<file path="src/rtl/if_id_queue_pkg.sv">
// IF/ID queue shared definitions.
// Default geometry and the queued entry layout.
package if_id_queue_pkg;

  localparam int IQ_DEPTH = 4;
  localparam int IQ_WIDTH = 32;

  typedef struct packed {
    logic [IQ_WIDTH-1:0] pc;
    logic [IQ_WIDTH-1:0] instruction;
  } if_id_t;

endpackage

</file>
<file path="src/rtl/if_queue_mem.sv">
// IF/ID queue storage: register array,
// synchronous write, asynchronous read, no reset.
module if_queue_mem #(
  parameter int DEPTH = 4,
  parameter int EW    = 64
) (
  input  logic                     clk,
  input  logic                     we,
  input  logic [$clog2(DEPTH)-1:0] wAddr,
  input  logic [EW-1:0]            wData,
  input  logic [$clog2(DEPTH)-1:0] rAddr,
  output logic [EW-1:0]            rData
);

  logic [EW-1:0] mem [DEPTH];

  always_ff @(posedge clk) begin
    if (we) mem[wAddr] <= wData;
  end

  assign rData = mem[rAddr];

endmodule

</file>
<file path="src/rtl/if_id_queue.sv">
// IF/ID decoupling queue: pointers, occupancy
// and handshakes around if_queue_mem.
module if_id_queue
  import if_id_queue_pkg::*;
#(
  parameter int DEPTH = IQ_DEPTH,
  parameter int WIDTH = IQ_WIDTH
) (
  input  logic                     clk,
  input  logic                     rst,
  input  logic                     in_valid,
  input  logic [WIDTH-1:0]         in_pc,
  input  logic [WIDTH-1:0]         in_instruction,
  output logic                     in_ready,
  input  logic                     flush,
  input  logic                     out_ready,
  output logic                     out_valid,
  output logic [WIDTH-1:0]         out_pc,
  output logic [WIDTH-1:0]         out_instruction,
  output logic [$clog2(DEPTH):0]   count
);

  localparam int PW = $clog2(DEPTH);
  localparam int CW = PW + 1;

  logic [PW-1:0]      head;
  logic [PW-1:0]      tail;
  logic               push;
  logic               pop;
  logic [2*WIDTH-1:0] headEntry;

  assign out_valid = (count != '0);
  assign in_ready  = (count != CW'(DEPTH));
  assign push      = in_valid & in_ready;
  assign pop       = out_valid & out_ready;

  always_ff @(posedge clk or negedge rst) begin
    if (!rst) begin
      head  <= '0;
      tail  <= '0;
      count <= '0;
    end else if (flush) begin
      head  <= '0;
      tail  <= '0;
      count <= '0;
    end else begin
      if (push) tail <= tail + PW'(1);
      if (pop)  head <= head + PW'(1);
      unique case (1'b1)
        push & ~pop: count <= count + CW'(1);
        pop & ~push: count <= count - CW'(1);
        default:     count <= count;
      endcase
    end
  end

  // Flush drops the in-flight entry, so keep it out of storage too.
  if_queue_mem #(
    .DEPTH(DEPTH),
    .EW   (2*WIDTH)
  ) uMem (
    .clk  (clk),
    .we   (push & ~flush),
    .wAddr(tail),
    .wData({in_pc, in_instruction}),
    .rAddr(head),
    .rData(headEntry)
  );

  assign out_pc          = headEntry[2*WIDTH-1:WIDTH];
  assign out_instruction = headEntry[WIDTH-1:0];

endmodule

</file>
<file path="config.mk">
export PLATFORM = sky130hd
export DESIGN_NAME = if_id_queue
export DESIGN_NICKNAME = d
export VERILOG_FILES = /design/src/rtl/if_id_queue_pkg.sv /design/src/rtl/if_queue_mem.sv /design/src/rtl/if_id_queue.sv
export SDC_FILE = /design/constraint.sdc
export NUM_CORES = 1
export LEC_CHECK = 0
export ABC_AREA = 1
export BUFFER_PORTS_ARGS = -buffer_cell sky130_fd_sc_hd__buf_4
export CORE_ASPECT_RATIO = 1.2
export CORE_MARGIN = 2
export CORE_UTILIZATION = 57
export DETAILED_ROUTE_END_ITERATION = 10
export GPL_TIMING_DRIVEN = 0
export PLACE_DENSITY = 0.85
export SYNTH_ARGS = -nofsm -noshare
export SYNTH_HDL_FRONTEND = slang
export SYNTH_SLANG_ARGS = --single-unit
</file>
<file path="constraint.sdc">
create_clock -name clk -period 5.2 [get_ports clk]
set_input_delay 1.04 -clock clk [delete_from_list [all_inputs] [get_ports clk]]
set_output_delay 1.04 -clock clk [all_outputs]
set_load 0.01 [all_outputs]
</file>
# After elaboration in Yosys (flattened, before gate mapping)
# Memories as Yosys holds them, arrays and structs flattened.
# Cells that the tools add are included.
[classes]
addsub = 4
n_mul = 0
div_mod_pow = 0
order_cmp = 0
n_eq_ne = 1
shifts = 0
mux = 8
bitwise = 8
reduce_logical = 4
[ops]
columns = ["op", "count"]
rows = [
  ["two-way mux 2 bit", 4],
  ["case mux 3 bit (2 select lines)", 1],
  ["nonzero test 3 bit", 2],
  ["AND 1 bit", 5],
  ["adder 2 x 1 -> 2 bit (second input constant)", 2],
  ["nonzero test 2 bit", 2],
  ["adder 3 x 1 -> 3 bit (second input constant)", 1],
  ["two-way mux 3 bit", 1],
  ["inequality test 3 bit (second input constant)", 1],
  ["inverter 1 bit", 3],
  ["subtractor 3 x 1 -> 3 bit (second input constant)", 1],
  ["two-way mux 1 bit", 2],
]
[totals]
ff_bits = 7
latchBits = 0
ram_bits = 256
mem_bits_ro = 0
inputBits = 69
output_inout_bits = 69
elab_cells = 29
memories = 1
[mem_list]
columns = ["memory", "depth", "width", "rd", "rd_clocked_by_memory_dff", "wr", "line_no", "text"]
rows = [
  ["uMem.mem", 4, 64, 1, 0, 1, "if_queue_mem.sv:15", "logic [EW-1:0] mem [DEPTH];"],
]

# Depth between registers and ports, before layout
[depth]
ltp_word = 6
ltp_mapped = 12
depth_no_buf = 12

# Cells and area by module
# A second synthesis with hierarchy kept.
[hier_totals]
hier_cells = 1065
hier_area_um2 = 11247.0
[modules_own_cells]
columns = ["mod", "n_inst", "cells_each", "area_each_um2", "seq_area_each_um2"]
rows = [
  ["if_queue_mem", 1, 1010, 10761.6, 7687.4],
  ["if_id_queue", 1, 55, 485.5, 175.2],
]

# Least setup slack after synthesis
# OpenSTA, ideal clock, no wires.
[synth_path]
path_type = "input to register"
from = "in flush"
to = "mem uMem.mem[0][0] (enable)"
setup_time_ns = 0.486
arrival_ns = 4.192
t_required_ns = 4.714
slack_ns = 0.522
stages = 4
n_path_buf = 1
cell_sequence = "inv_1 -> clkbuf_1 -> nand2_1 -> nor2_1"
[synth_between]
elab_chain_len = 4
[synth_rtl]
columns = ["item", "line_no", "text"]
rows = [
  ["start: declaration", "if_id_queue.sv:15", "input logic flush,"],
  ["inverter 1 bit", "if_id_queue.sv:63", ".we (push & ~flush),"],
  ["AND 1 bit", "if_id_queue.sv:63", ""],
  ["two-way mux 1 bit", "if_queue_mem.sv:18", "if (we) mem[wAddr] <= wData;"],
  ["two-way mux 1 bit (not written as such)", "if_queue_mem.sv:18", ""],
  ["end: declaration", "if_queue_mem.sv:15", ""],
]
# No other way between the ends.

# Worst setup path after layout
[layout_path]
from = "reg head[1]"
to = "out out_pc[3]"
[layout_between]
elab_chain_len = 1
[layout_rtl]
columns = ["item", "line_no", "text"]
rows = [
  ["start: declaration", "if_id_queue.sv:26", "logic [PW-1:0] head;"],
  ["start signal: assignment", "if_id_queue.sv:48", "if (pop) head <= head + PW'(1);"],
  ["memory read (4 x 64 bit)", "-", ""],
  ["end: declaration", "if_id_queue.sv:18", "output logic [WIDTH-1:0] out_pc,"],
]
# No other way between the ends.

==> impl_metrics.env <==
export IMPL_synth_xor_area_share_pct=0.0869
export IMPL_synth_nets=759
export IMPL_hpwl_um=13700
export IMPL_cp_end_kind="primary output"
export IMPL_synth_area_leaders="edfxtp_1 (76%), nor2_1 (4.6%), o21ai_0 (4.1%)"
export IMPL_clk_latency_ns=0.51
export IMPL_die_area_um2=18800
export IMPL_final_antenna_net_count=0
export IMPL_p_total_w=0.00552
export IMPL_final_common_cell="edfxtp_1"
export IMPL_grt_max_degree=31
export IMPL_p_per_area_nw_per_um2=448
export IMPL_hold_buffers=0
export IMPL_period_minus_slack_ns=3.29
export IMPL_synth_top_cell_area_share_pct=76.3
export IMPL_final_cell_mix="edfxtp_1 (256), buf_4 (139), nor2_1 (120), o21ai_0 (83), o22ai_1 (54)"
export IMPL_cpPeakStageDelay_ns=0.44
export IMPL_synth_top_cell_by_area="edfxtp_1"
export IMPL_rr_endpoint="uMem.mem[0][21]"
export IMPL_hold_viol=0
export IMPL_h_tree_depth=1
export IMPL_r2r_cells=5
export IMPL_boundaryPins=138
export IMPL_core_rowCount=53
export IMPL_worst_slack_ns=1.91
export IMPL_drv_slew=0
export IMPL_port_buffers=137
export IMPL_clkTransAtPathRegs_ns=0.06
export IMPL_gp_congestion=0.766
export IMPL_maxSlewHeadroom_pct=33.9
export IMPL_rsz0062_at_grt="no"
export IMPL_synth_top_family_by_area="compound AO/OA/AOI/OAI gates"
export IMPL_fin_skew_ns=0.00446
export IMPL_syn_area_per_cell_um2=14.7
export IMPL_post_cts_setup_buffer_count=0
export IMPL_start_kind="flop"
export IMPL_register_area_um2=7860
export IMPL_die_h_um=150
export IMPL_drtIter0Drc=534
export IMPL_synthAdderAreaFrac_pct=0.695
export IMPL_num_antenna_cells=0
export IMPL_post_cts_resized=0
export IMPL_crit_fanout=10
export IMPL_post_place_cells=1051
export IMPL_yosysUniqueCellTypes=25
export IMPL_cts_tree="built"
export IMPL_dpl_cell_area_um2=11600
export IMPL_synth_simple_area_share_pct=6.43
export IMPL_post_place_ws_ns=1.91
export IMPL_cp_cell_sequence="inv_2 > buf_2 > clkbuf_1 > o21ai_1 > o22ai_1 > buf_4"
export IMPL_coreArea_um2=17400
export IMPL_whs_ns=0.337
export IMPL_track_usage_pct=22.9
export IMPL_tightestPinTransition_ns=0.990
export IMPL_ys_ff_latch=263
export IMPL_clockBufferDepth=3
export IMPL_r2r_start="count[0]"
export IMPL_max_freq_ghz=0.304
export IMPL_wl_per_cell_um=20.2
export IMPL_status="completed"
export IMPL_grt_pass1_wl_um=33400
export IMPL_netlist_area_um2=10100
export IMPL_initial_core_util_pct=57.8
export IMPL_fp_dieW_um=125
export IMPL_drive_gt1_share_pct=27.2
export IMPL_maxCapViolCount=0
export IMPL_first_pass_iters=7
export IMPL_setup_violations=0
export IMPL_drc=0
export IMPL_p_leak_nw=4.38
export IMPL_gr_total_overflow=0
export IMPL_yosysWarnings=0
export IMPL_vias=6329
export IMPL_multi_input_area_um2=1900
export IMPL_via_per_inst=5.80
export IMPL_synth_compound_area_share_pct=11.4
export IMPL_drt_wl_total_um=22000
export IMPL_period_share_pct=63.2
export IMPL_worst_setup_path_type="reg2out"
export IMPL_synthMuxAreaShare_pct=0
export IMPL_slowest_stage="clkbuf_1"
export IMPL_rrSetupSlack_ns=2.62
export IMPL_final_cells=1092
export IMPL_antenna_found_initial=0
export IMPL_postSynthCellCount=685
export IMPL_max_vdd_ir_drop_mv=0.346
export IMPL_synth_seq_area_share_pct=78.0
export IMPL_cts_sinks=263
export IMPL_syn_to_final_growth_pct=22.1
export IMPL_required_ns=4.16
export IMPL_postLayoutCellArea_um2=12300
export IMPL_fill_cells=1108
export IMPL_root_buffer="clkbuf_16"
export IMPL_min_path_type="in2async"
export IMPL_numCtsBuffers=24
export IMPL_nets=931
export IMPL_grt_pass1_vias=6448
export IMPL_cp_arrival_ns=2.25
-- how the worst max path moves through the flow --
stage	start	endpoint	slack, ns	cells after the start
global route	head[1]	out_pc[3]	1.83	6
CTS	head[1]	out_pc[3]	1.93	6
finish	head[1]	out_pc[3]	1.91	6
floorplan	flush	uMem.mem[0][0]	0.52	4
detailed placement	flush	uMem.mem[0][29]	1.91	6
global placement	flush	uMem.mem[3][27]	-1.83	5
-- through the flow --
stage               util (%)  setup TNS (ns)
detailed placement      66.6               0
floorplan                  -               0
CTS                     70.6               0
global placement        65.3         -425.42
global route            70.6               0
finish                  70.6               0
-- final cells by class --
type	instances	share of cell area (%)
plain buffers	43	2.31
clock buffers	32	5.30
clock inverters	9	0.335
inverters	15	0.478
multi-input cells	364	15.5
flip-flops and latches	263	63.9
well taps	220	2.24
repair buffers	146	10.0
-- power breakdown --
group / total, W / switching (W) / internal (W)
clock: 0.00156 / 0.000689 / 0.000874
combinational: 0.00145 / 0.000849 / 0.000597
sequential: 0.00251 / 0.0000491 / 0.00246
-- worst max-delay path: cells and delay by family (launching register included) --
kind / cells / cell delay, ns
buffers and inverters: 4 / 0.94
DFF: 1 / 0.41
AOI/OAI and AO/OA: 2 / 0.39
-- flip-flops by register name, summed over array words and instances, names as in the netlist --
register,count
count,3
tail,2
uMem.mem,256
head,2
-- per-layer routing --
metal | track usage [%] | vias up | wire length [µm] | part of all wire [%]
met5 | 0 | - | 0 | 0
met4 | 9.06 | 0 | 521 | 2.4
met3 | 2.65 | 40 | 1310 | 6.0
met2 | 40.0 | 283 | 11600 | 53
met1 | 29.7 | 3103 | 8600 | 39
li1 | - | 2903 | - | -
-- Yosys cell counts --
library cell	n
dfrtp_1	7
buf_4	2
nand4_1	3
nand2_2	1
o22ai_1	54
inv_2	4
buf_6	12
nand2_1	17
clkbuf_1	17
nand3_1	5
a21oi_1	3
nor2_1	124
fa_1	1
nor2_2	11
o21ai_1	42
ha_1	4
o22ai_2	10
o21ai_0	83
buf_2	11
xor2_1	1
o21ai_2	5
inv_4	1
edfxtp_1	256
buf_8	1
inv_1	10
-- cell families after synthesis --
logic type	Yosys count
buffers and inverters	58
XOR/XNOR	1
flip-flops	263
AO/OA/AOI/OAI	197
adder cells (fa/ha/maj)	5
AND/OR/NAND/NOR	161
(Power assumes the default switching activity.)
